`src/rtl/o_reg_uart_tx.sv`:
```
// Logs every change of o_reg as an ASCII hex char on a UART 8N1 line; start bit falls 2 edges after the change.
// No backpressure: changes arriving with the FIFO full (and no pop that edge) are dropped and flag sticky overflow.
module o_reg_uart_tx #(
    parameter int CLKS_PER_BIT = 16,
    parameter int FIFO_DEPTH   = 4
) (
    input  logic                          clk,
    input  logic                          reset,
    input  logic [3:0]                    o_reg,
    output logic                          tx,
    output logic                          busy,
    output logic [$clog2(FIFO_DEPTH):0]   fifo_count,
    output logic                          overflow
);
    localparam int PW = $clog2(FIFO_DEPTH);
    localparam int BW = $clog2(CLKS_PER_BIT);
    localparam logic [BW-1:0] BMAX = BW'(CLKS_PER_BIT - 1);
    localparam logic [PW:0]   FULL = (PW+1)'(FIFO_DEPTH);

    typedef enum logic [1:0] {S_IDLE, S_START, S_DATA, S_STOP} state_t;

    state_t          state_q, state_d;
    logic [BW-1:0]   bcnt_q, bcnt_d;
    logic [2:0]      idx_q, idx_d;
    logic [7:0]      shift_q, shift_d;
    logic            tx_q, tx_d;
    logic [3:0]      prev_q;
    logic [PW-1:0]   wptr_q, wptr_d, rptr_q, rptr_d;
    logic [PW:0]     count_q, count_d;
    logic            ovf_q, ovf_d;
    logic [3:0]      mem_q [FIFO_DEPTH];

    logic            push, pop, accept;

    function automatic logic [7:0] enc(input logic [3:0] v);
        return (v < 4'd10) ? (8'h30 + {4'h0, v}) : (8'h37 + {4'h0, v});
    endfunction

    // Pop only looks at the registered count, so a fresh push waits one edge.
    assign push   = (o_reg != prev_q);
    assign pop    = (state_q == S_IDLE) && (count_q != '0);
    assign accept = push && ((count_q != FULL) || pop);

    always_comb begin
        wptr_d  = wptr_q;
        rptr_d  = rptr_q;
        count_d = count_q;
        ovf_d   = ovf_q | (push && !accept);
        if (accept) wptr_d = wptr_q + PW'(1);
        if (pop)    rptr_d = rptr_q + PW'(1);
        if (accept && !pop)      count_d = count_q + (PW+1)'(1);
        else if (!accept && pop) count_d = count_q - (PW+1)'(1);
    end

    always_comb begin
        state_d = state_q;
        bcnt_d  = bcnt_q;
        idx_d   = idx_q;
        shift_d = shift_q;
        tx_d    = 1'b1;
        case (state_q)
            S_IDLE: begin
                if (pop) begin
                    shift_d = enc(mem_q[rptr_q]);
                    bcnt_d  = '0;
                    state_d = S_START;
                    tx_d    = 1'b0;
                end
            end
            S_START: begin
                tx_d = 1'b0;
                if (bcnt_q == BMAX) begin
                    bcnt_d  = '0;
                    idx_d   = 3'd0;
                    state_d = S_DATA;
                    tx_d    = shift_q[0];
                end else begin
                    bcnt_d = bcnt_q + BW'(1);
                end
            end
            S_DATA: begin
                tx_d = shift_q[0];
                if (bcnt_q == BMAX) begin
                    bcnt_d = '0;
                    if (idx_q == 3'd7) begin
                        state_d = S_STOP;
                        tx_d    = 1'b1;
                    end else begin
                        shift_d = {1'b0, shift_q[7:1]};
                        idx_d   = idx_q + 3'd1;
                        tx_d    = shift_q[1];
                    end
                end else begin
                    bcnt_d = bcnt_q + BW'(1);
                end
            end
            S_STOP: begin
                if (bcnt_q == BMAX) begin
                    bcnt_d  = '0;
                    state_d = S_IDLE;
                end else begin
                    bcnt_d = bcnt_q + BW'(1);
                end
            end
            default: state_d = S_IDLE;
        endcase
    end

    always_ff @(posedge clk) begin
        if (reset) begin
            state_q <= S_IDLE;
            bcnt_q  <= '0;
            idx_q   <= 3'd0;
            shift_q <= 8'h00;
            tx_q    <= 1'b1;
            prev_q  <= 4'h0;
            wptr_q  <= '0;
            rptr_q  <= '0;
            count_q <= '0;
            ovf_q   <= 1'b0;
        end else begin
            state_q <= state_d;
            bcnt_q  <= bcnt_d;
            idx_q   <= idx_d;
            shift_q <= shift_d;
            tx_q    <= tx_d;
            prev_q  <= o_reg;
            wptr_q  <= wptr_d;
            rptr_q  <= rptr_d;
            count_q <= count_d;
            ovf_q   <= ovf_d;
        end
    end

    always_ff @(posedge clk) begin
        if (!reset && accept) mem_q[wptr_q] <= o_reg;
    end

    assign tx         = tx_q;
    assign busy       = (state_q != S_IDLE);
    assign fifo_count = count_q;
    assign overflow   = ovf_q;
endmodule

```
`config.mk`:
```
export PLATFORM = sky130hd
export DESIGN_NAME = o_reg_uart_tx
export DESIGN_NICKNAME = d
export VERILOG_FILES = /design/src/rtl/o_reg_uart_tx.sv
export SDC_FILE = /design/constraint.sdc
export NUM_CORES = 1
export LEC_CHECK = 0
export CAP_MARGIN = 20
export CORE_ASPECT_RATIO = 1.2
export CORE_MARGIN = 2
export CORE_UTILIZATION = 40
export DETAILED_ROUTE_END_ITERATION = 8
export SLEW_MARGIN = 40
export SYNTH_ARGS = -nofsm -noshare
export SYNTH_HDL_FRONTEND = slang
export SYNTH_SLANG_ARGS = --single-unit
```
`constraint.sdc`:
```
create_clock -name clk -period 3.1 [get_ports clk]
set_input_delay 0.62 -clock clk [delete_from_list [all_inputs] [get_ports clk]]
set_output_delay 0.62 -clock clk [all_outputs]
set_load 0.02 [all_outputs]
```
==> results of run 1 <==
[layout make-up]
cell class	count	area, um2	area share
Clock buffer	5	68.8	0.0282
Clock inverter	3	26.3	0.0108
Inverter	9	33.8	0.0138
Multi-Input combinational cell	142	1010	0.413
Sequential cell	47	1100	0.451
Tap cell	62	77.6	0.0318
Timing Repair Buffer	13	125	0.0513
[worst register-to-register path, stage by stage, from the launching register on]
cell     delay, ns
dfxtp_1       0.41
inv_1         0.09
ha_1          0.33
nor4b_1       0.46
nor2b_1       0.13
ha_1          0.22
inv_1         0.07
fa_1          0.17
xor2_1        0.07
or3_1         0.30
a21oi_1       0.14
[registers in the layout, indices dropped and copies added, names as in the netlist, named ones only]
signal,flops
prev_q,4
tx,1
state_q,2
mem_q,16
bcnt_q,4
fifo_count,3
idx_q,3
wptr_q,2
rptr_q,2
overflow,1
shift_q,7
[cell families (layout without fill, tap and decap cells)]
kind of cell	after synthesis	count (layout)	share of synthesized area
DFF	47	47	0.504
xor gates and xnor gates	10	10	0.0401
AOI/OAI and AO/OA	34	34	0.101
muxes	9	9	0.0693
buffers and inverters	18	30	0.0349
and+or+nand+nor	74	74	0.162
adders and majority gates	15	15	0.0893
[worst max-delay path by stage]
stage	start	to	slack, ns	cells after the start
after global routing	o_reg[3]	fifo_count[2]	0.31	10
after global placement	o_reg[3]	fifo_count[2]	0.20	10
after floorplan	o_reg[3]	fifo_count[2]	0.71	9
after detailed placement	o_reg[3]	fifo_count[2]	0.16	10
final	o_reg[2]	fifo_count[2]	0.49	10
after CTS	o_reg[3]	fifo_count[2]	0.47	10
[power by group through the flow]
stage / clock network (uW) / registers (uW) / logic [uW]
2_1_floorplan: 0 / 876 / 736
3_3_place_gp: 0 / 887 / 937
3_5_place_dp: 0 / 884 / 939
4_1_cts: 410 / 871 / 944
5_1_grt: 429 / 891 / 1080
6_report: 393 / 868 / 932
[cell usage in the layout (no fill, tap or decap), types with 2 or more instances in the layout]
cell and n:
a211oi_1 3, a21oi_1 11, a22oi_1 3, a311oi_1 2, and2_1 5, buf_4 2
clkbuf_8 5, clkdlybuf4s50_1 11, dfxtp_1 31, edfxtp_1 16, ha_1 14, inv_1 8
inv_6 3, mux2i_1 5, mux4_1 3, nand2_1 15, nand3_1 4, nand4_1 3
nor2_1 25, nor2b_1 8, nor3_1 7, o21ai_0 7, or3_1 2, xnor2_1 6
xor2_1 4
[routing by layer]
layer,vias up,track usage,wire [um]
met5,-,0,0
met4,0,0.0515,64
met3,7,0.0321,86
met2,13,0.221,1700
met1,650,0.159,1660
li1,751,-,-
[stage by stage]
step           hold WS, ns  total power, uW   util
6_report             0.463             2190  0.461
2_1_floorplan        0.436             1610      -
3_5_place_dp         0.451             1820  0.443
5_1_grt              0.485             2400  0.461
4_1_cts              0.466             2220  0.461
3_3_place_gp         0.445             1820  0.443
==> metrics.cfg, run 1 <==
[clock_network]
htreeDepth = 2
post_cts_resize_count = 0
cts_buffers = 5
ctsRootBufferMaster = clkbuf_8
cts_setup_buffers = 0
clockBufferDepth = 2
clk_latency_ns = 0.30
clkTransAtPathRegs_ns = 0.09
cts_tree = built
hold_buffers = 0
cts_sinks = 47

[synth]
synth_top_area_cell = dfxtp_1
synth_seq_cells = 47
ys_warn_count = 0
netlist.area_leader.share = 0.284
synth_area_leaders = dfxtp_1, edfxtp_1, ha_1
synthDistinctLibCells = 41
yosys.cell_count.top_type = dfxtp_1
synth_area_um2 = 2190
async_flop_share = 0
synth_ff_type = dfxtp_1
syn_nets = 228
netlist_instances = 207
seq_area_frac_synth = 0.504
synth_common_cells = dfxtp_1, nor2_1, edfxtp_1
avgSynthCellArea_um2 = 10.6
synth-edff-count = 16

[layout]
stdcell_count = 281
design_area_um2 = 2440
syn_to_final_growth_pct = 11.7
diodes = 0
nNetsFinal = 239
layout-drive-gt1-share = 0.0548
n_fill_cell = 499

[setup_path]
worst_setup_path_end_kind = flip-flop
r2r_start = state_q[0]
crit_required_ns = 3.34
cp_cell_sequence = clkdlybuf4s50_1 -> xnor2_1 -> nand4_1 -> nor2b_1 -> ha_1 -> inv_1 -> fa_1 -> xor2_1 -> or3_1 -> a21oi_1
cp_num_buf_inv = 2
slowest_delay_ns = 0.51
critPathSlowestCell = clkdlybuf4s50_1
worstSetupPathType = input port to flip-flop
reg2reg_to = fifo_count[2]
r2r_cells = 10
path_max_fanout = 6
crit_family = simple AND/OR/NAND/NOR gates
cp-start-kind = input port
r2r_setup_slack_ns = 0.65
worstPathArrival_ns = 2.85

[grt]
track_usage = 0.130
antenna_found_initial = 0
grt_pass1_wl_um = 6300
grt_overflow = 0
grt_pass1_vias = 1400
grt_max_degree = 31

[sta]
fin_crit_sh = 0.840
max_clock_freq_mhz = 384
fin_skew_ns = 0.00738
fin_crit_ns = 2.61
hold_violations = 0
slew_headroom = 0.651
rsz0062_at_grt = no
setup_ws_ns = 0.495
setup_tns_ns = 0
slew_violations = 0
worstMarginPinSlew_ns = 0.523
setup_viol = 0

[power]
intPower_uw = 1350
p_clk_frac = 0.179
peakVddDrop_v = 0.000376
p_comb_frac = 0.425
pwr-share-seq = 0.396
p_per_area_nw_per_um2 = 898
p_sw_frac = 0.384
power_switching_uw = 842
leakage_uw = 0.000941

[flow_run]
maxCapViolCount = 0

[routing]
routed_wl_um = 3510
wl_per_cell_um = 12.5
ant_nets = 0
drc = 0
vias = 1421
first_pass_iters = 4
initialDrtViolationCount = 46
vias_per_cell = 5.06

[floorplanning]
row_count = 29
die-area_um2 = 6070
pin_count = 12
initial_core_util = 0.413
core_area_um2 = 5300
die_x_um = 71.5
die_y_um = 85.0

[placed_design]
dp_hpwl_um = 2490
dp_slack_ns = 0.161
place_area_um2 = 2350
dp.cells = 273
gp_congestion = 0.711
port_buffers = 11

[worst_hold_path]
worstHoldStart = idx_q[2]
hold_path.class = flip-flop to flip-flop
hold_depth = 2
min_to = idx_q[2]

[run_status]
status = finished, final reports clean

Note: power is estimated with default switching activity, not from simulation.
==> inputs of run 2 (changes only) <==
Clock period 3.1 ns to 2.4 ns, I/O delays scaled along.
==> metrics.cfg, run 2 (synthesized netlist as in run 1, its figures left out) <==
[clock_network]
clkTransAtPathRegs_ns = 0.09  ; about the same
clk_latency_ns = 0.30  ; about the same
cts_tree = built
cts_buffers = 5  ; unchanged
cts_sinks = 47  ; unchanged
clockBufferDepth = 2  ; unchanged
cts_setup_buffers = 0  ; unchanged
ctsRootBufferMaster = clkbuf_8
hold_buffers = 0  ; unchanged
htreeDepth = 2  ; unchanged

[worst_hold_path]
hold_path.class = flip-flop to flip-flop
worstHoldStart = shift_q[6]

[sta]
rsz0062_at_grt = no
fin_skew_ns = 0.00595  ; -0.00143 ns
fin_crit_ns = 2.28
worstMarginPinSlew_ns = 0.432  ; -0.0917 ns
fin_crit_sh = 0.952
hold_ws_ns = 0.462  ; -0.00112 ns
slew_headroom = 0.711  ; +0.0604
hold_violations = 0  ; unchanged
setup_viol = 0  ; unchanged
slew_violations = 0  ; unchanged
setup_tns_ns = 0  ; unchanged
setup_ws_ns = 0.116  ; -0.379 ns
max_clock_freq_mhz = 438

[run_status]
status = finished, final reports clean

[routing]
met2_wirelength_um = 1950  ; +14%
routed_wl_um = 3760  ; +7.0%
wl_met3_um = 96  ; +12%
first_pass_iters = 6  ; +2
initialDrtViolationCount = 48  ; +4.3%
ant_nets = 0  ; unchanged
drt-met1-wl_um = 1640  ; -0.66%
top_layer = met4
vias = 1525  ; +7.3%
vias_per_cell = 5.13  ; +1.5%
wl_per_cell_um = 12.6  ; +1.2%
drc = 0  ; unchanged

[layout]
nNetsFinal = 255  ; +6.7%
largest_reg_flops = 16  ; unchanged
diodes = 0  ; unchanged
n_fill_cell = 504  ; +1.0%
reg.largest.list = mem_q x16, shift_q x7
layout-drive-gt1-share = 0.128  ; +0.0729
layout_common_cells = dfxtp_1, nor2_1, buf_4
final_common_cell = dfxtp_1
regMostFlops = mem_q
syn_to_final_growth_pct = 18.9

[placed_design]
gp_congestion = 0.811  ; +14%
port_buffers = 11  ; unchanged
dp_hpwl_um = 2720  ; +9.3%
dp_slack_ns = -0.326  ; -0.487 ns

[floorplanning]
row_count = 29  ; unchanged
die-area_um2 = 6070  ; unchanged
die_x_um = 71.5  ; unchanged
initial_core_util = 0.413  ; unchanged
core_area_um2 = 5300  ; unchanged
pin_count = 12  ; unchanged
die_y_um = 85.0  ; unchanged

[setup_path]
worstSetupPathType = flip-flop to output pin
slowest_delay_ns = 0.61  ; +0.10 ns
path_max_fanout = 11  ; +5
worstPathArrival_ns = 1.80  ; -1.05 ns
crit_family = buffers and inverters
cp_cell_sequence = inv_1 -> ha_1 -> buf_4 -> inv_1 -> clkdlybuf4s50_1
cp-startpoint = state_q[0]
cp_num_buf_inv = 4  ; +2
worst_setup_path_end_kind = output pin
critPathSlowestCell = clkdlybuf4s50_1
critical_path.most_common_cell = inv_1
cp-start-kind = flip-flop
crit_required_ns = 1.92  ; -1.42 ns

[grt]
antenna_found_initial = 0  ; unchanged
grt_max_degree = 31  ; unchanged
grt_pass1_vias = 1545  ; +10%
track_usage = 0.138  ; +0.00748
grt_overflow = 0  ; unchanged
grt_pass1_wl_um = 6570  ; +4.3%

[flow_run]
maxCapViolCount = 0  ; unchanged

[power]
p_total_uw = 3070  ; +40%
leakage_uw = 0.00107  ; +14%
p_per_area_nw_per_um2 = 1180  ; +32%
peakVddDrop_v = 0.000607  ; +62%

==> run 2: cell count changes in the layout (fill, tap and decap cells not counted), sizes merged <==
cell,change
dlymetal6s2s,+4
buf,+16
clkdlybuf4s50,-4
inv,-3
bufinv,+1
clkinv,+2
==> run 2: area by class of cell <==
cell class	instances	area [um2]	share of cell area
flip-flops and latches	47	1100	0.423
multi-input cells	142	1020	0.394
repair buffers	29	255	0.0982
well taps	62	77.6	0.0298
clock buffers	5	68.8	0.0265
clock inverters	3	38.8	0.0149
inverters	9	33.8	0.0130
==> run 2: tightest hold or removal path, delay by kind of cell (launching register included) <==
kind	cells	cell delay [ns]
flops	1	0.32
compound gates	1	0.05
simple gates	1	0.05
==> run 2: final timing paths <==
path / end / slack [ns] / depth (start not counted)
min: shift_q[6] / 0.46 / 2
min reg2reg: shift_q[6] / 0.46 / 2
max reg2reg: shift_q[4] / 0.12 / 7
max: busy / 0.12 / 5
==> run 2: report_power, final <==
part	switching [uW]	internal [uW]
logic	752	660
registers	105	994
clock network	255	305
==> run 2: through the flow <==
stage | util | cell area (um2) | std cells
6_report | 0.491 | 2600 | 297
4_1_cts | 0.486 | 2580 | 297
5_1_grt | 0.491 | 2600 | 297
3_3_place_gp | 0.466 | 2470 | 289
2_1_floorplan | - | 2190 | 207
3_5_place_dp | 0.466 | 2470 | 289
==> run 2: per-layer routing <==
layer  up-vias  GRT usage
li1        784          -
met1       718      0.154
met2        18      0.243
met3         5     0.0344
met4         0     0.0652
met5         -          0
==> run 2: timing repair <==
action,4_1_cts,5_1_grt
gates cloned,0,0
resized for setup,1,7
setup endpoints to repair,1,1
pin swaps,1,1
